`src/rtl/ps2_pkg.sv`:
```
// Shared PS/2 definitions: host transmit states, default timing constants, frame helpers.
package ps2_pkg;

  typedef enum logic [2:0] {
    IDLE,
    INHIBIT,
    START,
    BITS,
    ACK,
    RELEASE
  } ps2_state_e;

  localparam int unsigned PS2_INHIBIT_CYCLES = 5000;
  localparam int unsigned PS2_TIMEOUT_CYCLES = 750000;
  localparam int unsigned PS2_IDX_W          = 4;

  function automatic int unsigned ps2_max(input int unsigned a, input int unsigned b);
    return (a > b) ? a : b;
  endfunction

  // Frame bit at index: 0-7 data LSB first, 8 parity, 9 stop.
  function automatic logic ps2_frame_bit(input logic [7:0] data, input logic parity,
                                         input logic [PS2_IDX_W-1:0] idx);
    if (idx < PS2_IDX_W'(8)) begin
      return data[idx[2:0]];
    end else if (idx == PS2_IDX_W'(8)) begin
      return parity;
    end
    return 1'b1;
  endfunction

endpackage

```
`src/rtl/ps2_line_sync.sv`:
```
// Two-flop synchronizer for one raw PS/2 line plus a 1->0 edge detect on the synchronized level.
module ps2_line_sync (
  input  logic clk_i,
  input  logic rst_i,
  input  logic line_i,
  output logic level_o,
  output logic fall_c
);

  logic meta_q;
  logic sync_q;
  logic prev_q;

  // Idle PS/2 lines float high, so every stage resets to 1.
  always_ff @(posedge clk_i) begin
    if (rst_i) begin
      meta_q <= 1'b1;
      sync_q <= 1'b1;
      prev_q <= 1'b1;
    end else begin
      meta_q <= line_i;
      sync_q <= meta_q;
      prev_q <= sync_q;
    end
  end

  assign level_o = sync_q;
  assign fall_c  = prev_q & ~sync_q;

endmodule

```
`src/rtl/ps2_host_tx.sv`:
```
// PS/2 host-to-device byte transmitter: inhibit, request-to-send, 10 device-clocked bits, ACK, bus release.
module ps2_host_tx
  import ps2_pkg::*;
#(
  parameter int unsigned INHIBIT_CYCLES = PS2_INHIBIT_CYCLES,
  parameter int unsigned TIMEOUT_CYCLES = PS2_TIMEOUT_CYCLES
) (
  input  logic       clk,
  input  logic       rst,
  input  logic [7:0] tx_data,
  input  logic       tx_valid,
  output logic       tx_ready,
  input  logic       ps2_clk_in,
  input  logic       ps2_dat_in,
  output logic       ps2_clk_oe,
  output logic       ps2_dat_oe,
  output logic       busy,
  output logic       done,
  output logic       err
);

  localparam int unsigned MAX_CYCLES = ps2_max(INHIBIT_CYCLES, TIMEOUT_CYCLES);
  localparam int unsigned CNT_W      = $clog2(MAX_CYCLES + 1);
  localparam int unsigned IDX_W      = PS2_IDX_W;

  ps2_state_e       state_q;
  logic [CNT_W-1:0] cnt_q;
  logic [IDX_W-1:0] idx_q;
  logic [7:0]       data_q;
  logic             par_q;
  logic             nak_q;
  logic             tx_ready_q;
  logic             clk_oe_q;
  logic             dat_oe_q;
  logic             busy_q;
  logic             done_q;
  logic             err_q;

  logic             clk_lvl;
  logic             clk_fall_c;
  logic             dat_lvl;
  logic             dat_fall_unused;
  logic             timeout_c;

  ps2_line_sync u_clk_sync (
    .clk_i   (clk),
    .rst_i   (rst),
    .line_i  (ps2_clk_in),
    .level_o (clk_lvl),
    .fall_c  (clk_fall_c)
  );

  ps2_line_sync u_dat_sync (
    .clk_i   (clk),
    .rst_i   (rst),
    .line_i  (ps2_dat_in),
    .level_o (dat_lvl),
    .fall_c  (dat_fall_unused)
  );

  // Device-paced states abort once the gap since the last edge or state entry hits the limit.
  assign timeout_c = (state_q != IDLE) && (state_q != INHIBIT) &&
                     (cnt_q == CNT_W'(TIMEOUT_CYCLES));

  always_ff @(posedge clk) begin
    if (rst) begin
      state_q    <= IDLE;
      cnt_q      <= '0;
      idx_q      <= '0;
      data_q     <= '0;
      par_q      <= 1'b0;
      nak_q      <= 1'b0;
      tx_ready_q <= 1'b1;
      clk_oe_q   <= 1'b0;
      dat_oe_q   <= 1'b0;
      busy_q     <= 1'b0;
      done_q     <= 1'b0;
      err_q      <= 1'b0;
    end else begin
      done_q <= 1'b0;
      err_q  <= 1'b0;
      if (timeout_c) begin
        state_q    <= IDLE;
        cnt_q      <= '0;
        clk_oe_q   <= 1'b0;
        dat_oe_q   <= 1'b0;
        tx_ready_q <= 1'b1;
        busy_q     <= 1'b0;
        done_q     <= 1'b1;
        err_q      <= 1'b1;
      end else begin
        case (state_q)
          IDLE: begin
            if (tx_valid && tx_ready_q) begin
              state_q    <= INHIBIT;
              data_q     <= tx_data;
              par_q      <= ~^tx_data;
              nak_q      <= 1'b0;
              cnt_q      <= '0;
              tx_ready_q <= 1'b0;
              busy_q     <= 1'b1;
              clk_oe_q   <= 1'b1;
              dat_oe_q   <= (INHIBIT_CYCLES <= 1);
            end
          end
          INHIBIT: begin
            if (cnt_q >= CNT_W'(INHIBIT_CYCLES - 1)) begin
              state_q  <= START;
              cnt_q    <= '0;
              clk_oe_q <= 1'b0;
              dat_oe_q <= 1'b1;
            end else begin
              cnt_q <= cnt_q + CNT_W'(1);
              // Start bit goes onto the bus during the final inhibit cycle.
              if ((INHIBIT_CYCLES >= 2) && (cnt_q == CNT_W'(INHIBIT_CYCLES - 2))) begin
                dat_oe_q <= 1'b1;
              end
            end
          end
          START: begin
            if (clk_fall_c) begin
              state_q  <= BITS;
              idx_q    <= '0;
              cnt_q    <= '0;
              dat_oe_q <= ~data_q[0];
            end else begin
              cnt_q <= cnt_q + CNT_W'(1);
            end
          end
          BITS: begin
            if (clk_fall_c) begin
              cnt_q <= '0;
              if (idx_q == IDX_W'(9)) begin
                state_q  <= ACK;
                nak_q    <= dat_lvl;
                dat_oe_q <= 1'b0;
              end else begin
                idx_q    <= idx_q + IDX_W'(1);
                dat_oe_q <= ~ps2_frame_bit(data_q, par_q, idx_q + IDX_W'(1));
              end
            end else begin
              cnt_q <= cnt_q + CNT_W'(1);
            end
          end
          ACK: begin
            state_q <= RELEASE;
            cnt_q   <= '0;
          end
          RELEASE: begin
            if (clk_lvl && dat_lvl) begin
              state_q    <= IDLE;
              cnt_q      <= '0;
              tx_ready_q <= 1'b1;
              busy_q     <= 1'b0;
              done_q     <= 1'b1;
              err_q      <= nak_q;
            end else begin
              cnt_q <= cnt_q + CNT_W'(1);
            end
          end
          default: begin
            state_q  <= IDLE;
            clk_oe_q <= 1'b0;
            dat_oe_q <= 1'b0;
            busy_q   <= 1'b0;
          end
        endcase
      end
    end
  end

  assign tx_ready   = tx_ready_q;
  assign ps2_clk_oe = clk_oe_q;
  assign ps2_dat_oe = dat_oe_q;
  assign busy       = busy_q;
  assign done       = done_q;
  assign err        = err_q;

endmodule

```
`config.mk`:
```
export PLATFORM = sky130hd
export DESIGN_NAME = ps2_host_tx
export DESIGN_NICKNAME = d
export VERILOG_FILES = /design/src/rtl/ps2_pkg.sv /design/src/rtl/ps2_line_sync.sv /design/src/rtl/ps2_host_tx.sv
export SDC_FILE = /design/constraint.sdc
export NUM_CORES = 1
export LEC_CHECK = 0
export BUFFER_PORTS_ARGS = -buffer_cell sky130_fd_sc_hd__buf_2
export CELL_PAD_IN_SITES_DETAIL_PLACEMENT = 2
export CELL_PAD_IN_SITES_GLOBAL_PLACEMENT = 2
export CORE_UTILIZATION = 39
export CTS_CLUSTER_SIZE = 24
export DETAILED_ROUTE_END_ITERATION = 12
export PLACE_DENSITY_LB_ADDON = 0.1
export SYNTH_ARGS = -nofsm -noshare
export SYNTH_HDL_FRONTEND = slang
export SYNTH_HIERARCHICAL = 1
export SYNTH_SLANG_ARGS = --single-unit
```
`constraint.sdc`:
```
create_clock -name clk -period 6.63 [get_ports clk]
set_input_delay 1.326 -clock clk [delete_from_list [all_inputs] [get_ports clk]]
set_output_delay 1.326 -clock clk [all_outputs]
set_load 0.03 [all_outputs]
```
### Word level (Yosys, flattened, before mapping)

Cells that the tools add are included.

| storage, ports and cells | value |
|---|---|
| input port bits | 13 |
| register bits | 48 |
| output and inout port bits | 6 |
| word-level logic and storage cells | 129 |

| cells by class | value |
|---|---|
| reductions and logical operators | 25 |
| multiplexer cells | 56 |
| $lt $le $gt $ge | 3 |
| equal/unequal tests | 18 |
| bitwise operators | 8 |
| $add $sub $neg | 2 |

Operator list:

| operator | number |
|---|---|
| 20-bit case mux with 5 select lines | 1 |
| 20-bit 2-to-1 mux | 4 |
| 1-bit 2-to-1 mux | 34 |
| 20-bit by 1-bit adder with 20-bit output (second input constant) | 1 |
| 20-bit by 13-bit == test with 1-bit output (second input constant) | 1 |
| 20-bit == test (second input constant) | 1 |
| 20-bit by 13-bit greater-or-equal comparator with 1-bit output (second input constant) | 1 |
| 3-bit 2-to-1 mux | 6 |
| 3-bit case mux with 6 select lines | 1 |
| 5-bit AND reduction | 3 |
| 2-bit != test (second input constant) | 7 |
| 4-bit 2-to-1 mux | 3 |
| 3-bit AND reduction | 4 |
| 4-bit == test (second input constant) | 2 |
| 4-bit case mux with 2 select lines | 1 |
| 4-bit OR reduction | 2 |
| 8-bit XNOR reduction | 1 |
| 1-bit NOT | 7 |
| 3-bit by 2-bit == test with 1-bit output (second input constant) | 2 |
| 3-bit == test (second input constant) | 2 |
| 1-bit case mux with 3 select lines | 2 |
| 6-bit AND reduction | 1 |
| 2-bit nonzero test | 3 |
| 2-bit OR reduction | 3 |
| 15 further kinds | 19 |

### Logic depth before layout (Yosys ltp)

| depth | value |
|---|---|
| depth after elaboration | 19 |
| gate-level depth with buffers | 7 |
| mapped depth without buffers | 7 |

### Hierarchy

The synthesis kept the hierarchy.

By module, submodules not included:

| module | cells each | times used | area an instance (um2) | seq. area each (um2) |
|---|---|---|---|---|
| ps2_host_tx | 294 | 1 | 2,386.0 | 860.8 |
| ps2_line_sync | 7 | 2 | 85.1 | 60.1 |

### Worst setup path after synthesis

OpenSTA, ideal clock, no wires.

| timing | value |
|---|---|
| path type | input -> register |
| start | input tx_valid |
| end | register cnt_q[17] |
| path buffers | 2 |
| cell stages on the path | 6 |
| arrival | 2.533 ns |
| setup time | 0.064 ns |
| required time | 6.566 ns |
| setup slack | 4.033 ns |
| cell sequence | a2111oi_4 > or2_2 > clkbuf_1 > o21bai_4 > buf_6 > nor2_1 |

| on the way | value |
|---|---|
| word-level cells in the longest chain between the ends | 3 |

RTL lines:

| item | line | text |
|---|---|---|
| start, declared | ps2_host_tx.sv:11 | `input logic tx_valid,` |
| 1-bit logical AND | ps2_host_tx.sv:94 | `if (tx_valid && tx_ready_q) begin` |
| 2-bit != test (no line) | - |  |
| 2-bit AND reduction (no line) | - |  |
| end signal, assigned | ps2_host_tx.sv:113 | `cnt_q <= cnt_q + CNT_W'(1);` |
| end signal, assigned | ps2_host_tx.sv:127 | `cnt_q <= cnt_q + CNT_W'(1);` |
| end signal, assigned | ps2_host_tx.sv:142 | `cnt_q <= cnt_q + CNT_W'(1);` |
| end, declared | ps2_host_tx.sv:27 | `logic [CNT_W-1:0] cnt_q;` |

No other way between the ends.
A chain may end at the register's enable or synchronous reset.

### Worst setup path in the final report

| timing | value |
|---|---|
| start | input tx_valid |
| end | register cnt_q[15] |

The elaborated chain is that of the path after synthesis.

==> results.sh <==
export IMPL_status="complete, no violations"
export IMPL_rsz0062_at_grt="false"
export IMPL_wl_met1_mm=3.60
export IMPL_tightest_slew_ns=0.992
export IMPL_cp_max_fo=9
export IMPL_routed_via_density=5.66
export IMPL_port_buffers=18
export IMPL_mostFrequentLayoutCells="48 x dfxtp_1, 37 x nand2_1, 35 x nor2_1, 23 x xnor2_1, 22 x a21oi_1"
export IMPL_cts_buffer_depth=2
export IMPL_crit_path_start_kind="input port"
export IMPL_hold_path_class="reg -> reg"
export IMPL_top_layer_used="met4"
export IMPL_p_leak_uw=0.000888
export IMPL_grt_max_degree=23
export IMPL_slew_violations=0
export IMPL_initial_core_util=0.414
export IMPL_met3RoutedLength_um=147
export IMPL_grt_pass1_wl_mm=11.7
export IMPL_ff2ff_setup_slack_ns=4.07
export IMPL_fin_setup_tns_ns=0
export IMPL_die_x_um=82.4
export IMPL_worstPathRequired_ns=6.81
export IMPL_die_h_um=82.4
export IMPL_cts_tree="done"
export IMPL_vdd_drop_max_uv=111
export IMPL_drc=0
export IMPL_num_vias=2195
export IMPL_syn_area_um2=2520
export IMPL_grt_util_all_layers=0.230
export IMPL_fin_crit_sh=0.404
export IMPL_drive_gt1_frac=0.121
export IMPL_wl_met2_mm=3.27
export IMPL_cts_setup_buffers=0
export IMPL_core_area_um2=6100
export IMPL_cts_root_buf="clkbuf_8"
export IMPL_dpl_hpwl_mm=4.93
export IMPL_p_per_area_nw_per_um2=275
export IMPL_ctsResizeCount=0
export IMPL_gp_congestion=0.738
export IMPL_antenna_found_initial=0
export IMPL_rows=28
export IMPL_drv_cap=0
export IMPL_finClkSkew_ns=0.00736
export IMPL_diodes=0
export IMPL_synthToLayoutAreaGrowth_pct=8.13
export IMPL_p_total_uw=752
export IMPL_htree_num_levels=2
export IMPL_critPathKind="in -> reg"
export IMPL_hold_violations=0
export IMPL_drtPass1Iterations=4
export IMPL_ios=19
export IMPL_numCtsBuffers=5
export IMPL_holdWs_ns=0.419
export IMPL_syn_num_nets=323
export IMPL_clk_pin_slew_ns=0.09
export IMPL_final_nets=330
export IMPL_slew_headroom=0.333
export IMPL_cp_end_kind="flip-flop"
export IMPL_final_common_cell="dfxtp_1"
export IMPL_yosysWarnings=6
export IMPL_synth_avg_cell_area_um2=8.27
export IMPL_routedWlPerCell_um=18.2
export IMPL_finalSetupViolations=0
export IMPL_grt_ovfl_total=0
export IMPL_detail_route_antenna_nets=0
export IMPL_hold_buffers=0
export IMPL_insertion_delay_ns=0.30
export IMPL_cts_sinks=48
export IMPL_wl_mm=7.06
export IMPL_die_area_um2=6800
export IMPL_arrival_ns=2.86
export IMPL_grt_pass1_vias=2284
export IMPL_fmax_mhz=373
export IMPL_syn_inst=305
export IMPL_drtIter0Drc=64
export IMPL_nFillCells=723
export IMPL_final_min_clock_period_ns=2.68
[per-stage QoR]
step	worst slack [ns]	cell area [um2]	std cells	util
CTS	3.95	2730	388	0.448
global placement	3.72	2620	380	0.430
finish	3.95	2730	388	0.448
global route	3.80	2730	388	0.448
floorplan	4.03	2520	305	-
detailed placement	3.63	2620	380	0.430
[flip-flops by register name, indices dropped and copies added, names as in the netlist]
| name | count |
|---|---|
| done | 1 |
| ps2_clk_oe | 1 |
| cnt_q | 20 |
| busy | 1 |
| ps2_dat_oe | 1 |
| u_dat_sync/meta_q | 1 |
| u_dat_sync/level_o | 1 |
| tx_ready | 1 |
| par_q | 1 |
| state_q | 3 |
| data_q | 8 |
| u_clk_sync/level_o | 1 |
| idx_q | 4 |
| err | 1 |
| u_clk_sync/meta_q | 1 |
| nak_q | 1 |
| u_clk_sync/prev_q | 1 |
[worst paths after layout]
check / from / end / cells after the start
max reg2reg: state_q[1] / idx_q[0] / 5
min: u_clk_sync/meta_q / u_clk_sync/level_o / 1
max: tx_valid / cnt_q[15] / 6
min reg2reg: u_clk_sync/meta_q / u_clk_sync/level_o / 1
[worst max-delay path, cell delays in order]
cell and delay (ns):
buf_2 0.13, a2111oi_4 0.60, or3_1 0.44, nor3_1 0.13, xnor2_1 0.17, nor2_1 0.07
[layer usage]
metal | vias to the layer above | global-route usage
li1 | 1072 | -
met1 | 1091 | 0.309
met2 | 26 | 0.382
met3 | 6 | 0.0440
met4 | 0 | 0.0491
met5 | - | 0
[cell type report]
| cell class | count | area, um2 | share of cell area |
|---|---|---|---|
| well taps | 75 | 93.8 | 0.0344 |
| repair buffers | 19 | 97.6 | 0.0358 |
| clock inverters | 2 | 35.0 | 0.0128 |
| multi-input cells | 229 | 1440 | 0.526 |
| flip-flops and latches | 48 | 961 | 0.352 |
| inverters | 9 | 33.8 | 0.0124 |
| clock buffers | 6 | 72.6 | 0.0266 |
[report_power, final]
part | internal (uW) | leakage [uW] | switching, uW | total (uW)
logic | 67.8 | 0.000443 | 123 | 191
registers | 311 | 0.000390 | 35.5 | 347
clock network | 112 | 0.0000552 | 102 | 214
total | 491 | 0.000888 | 260 | 752
Power figures use the tool's default switching activity.
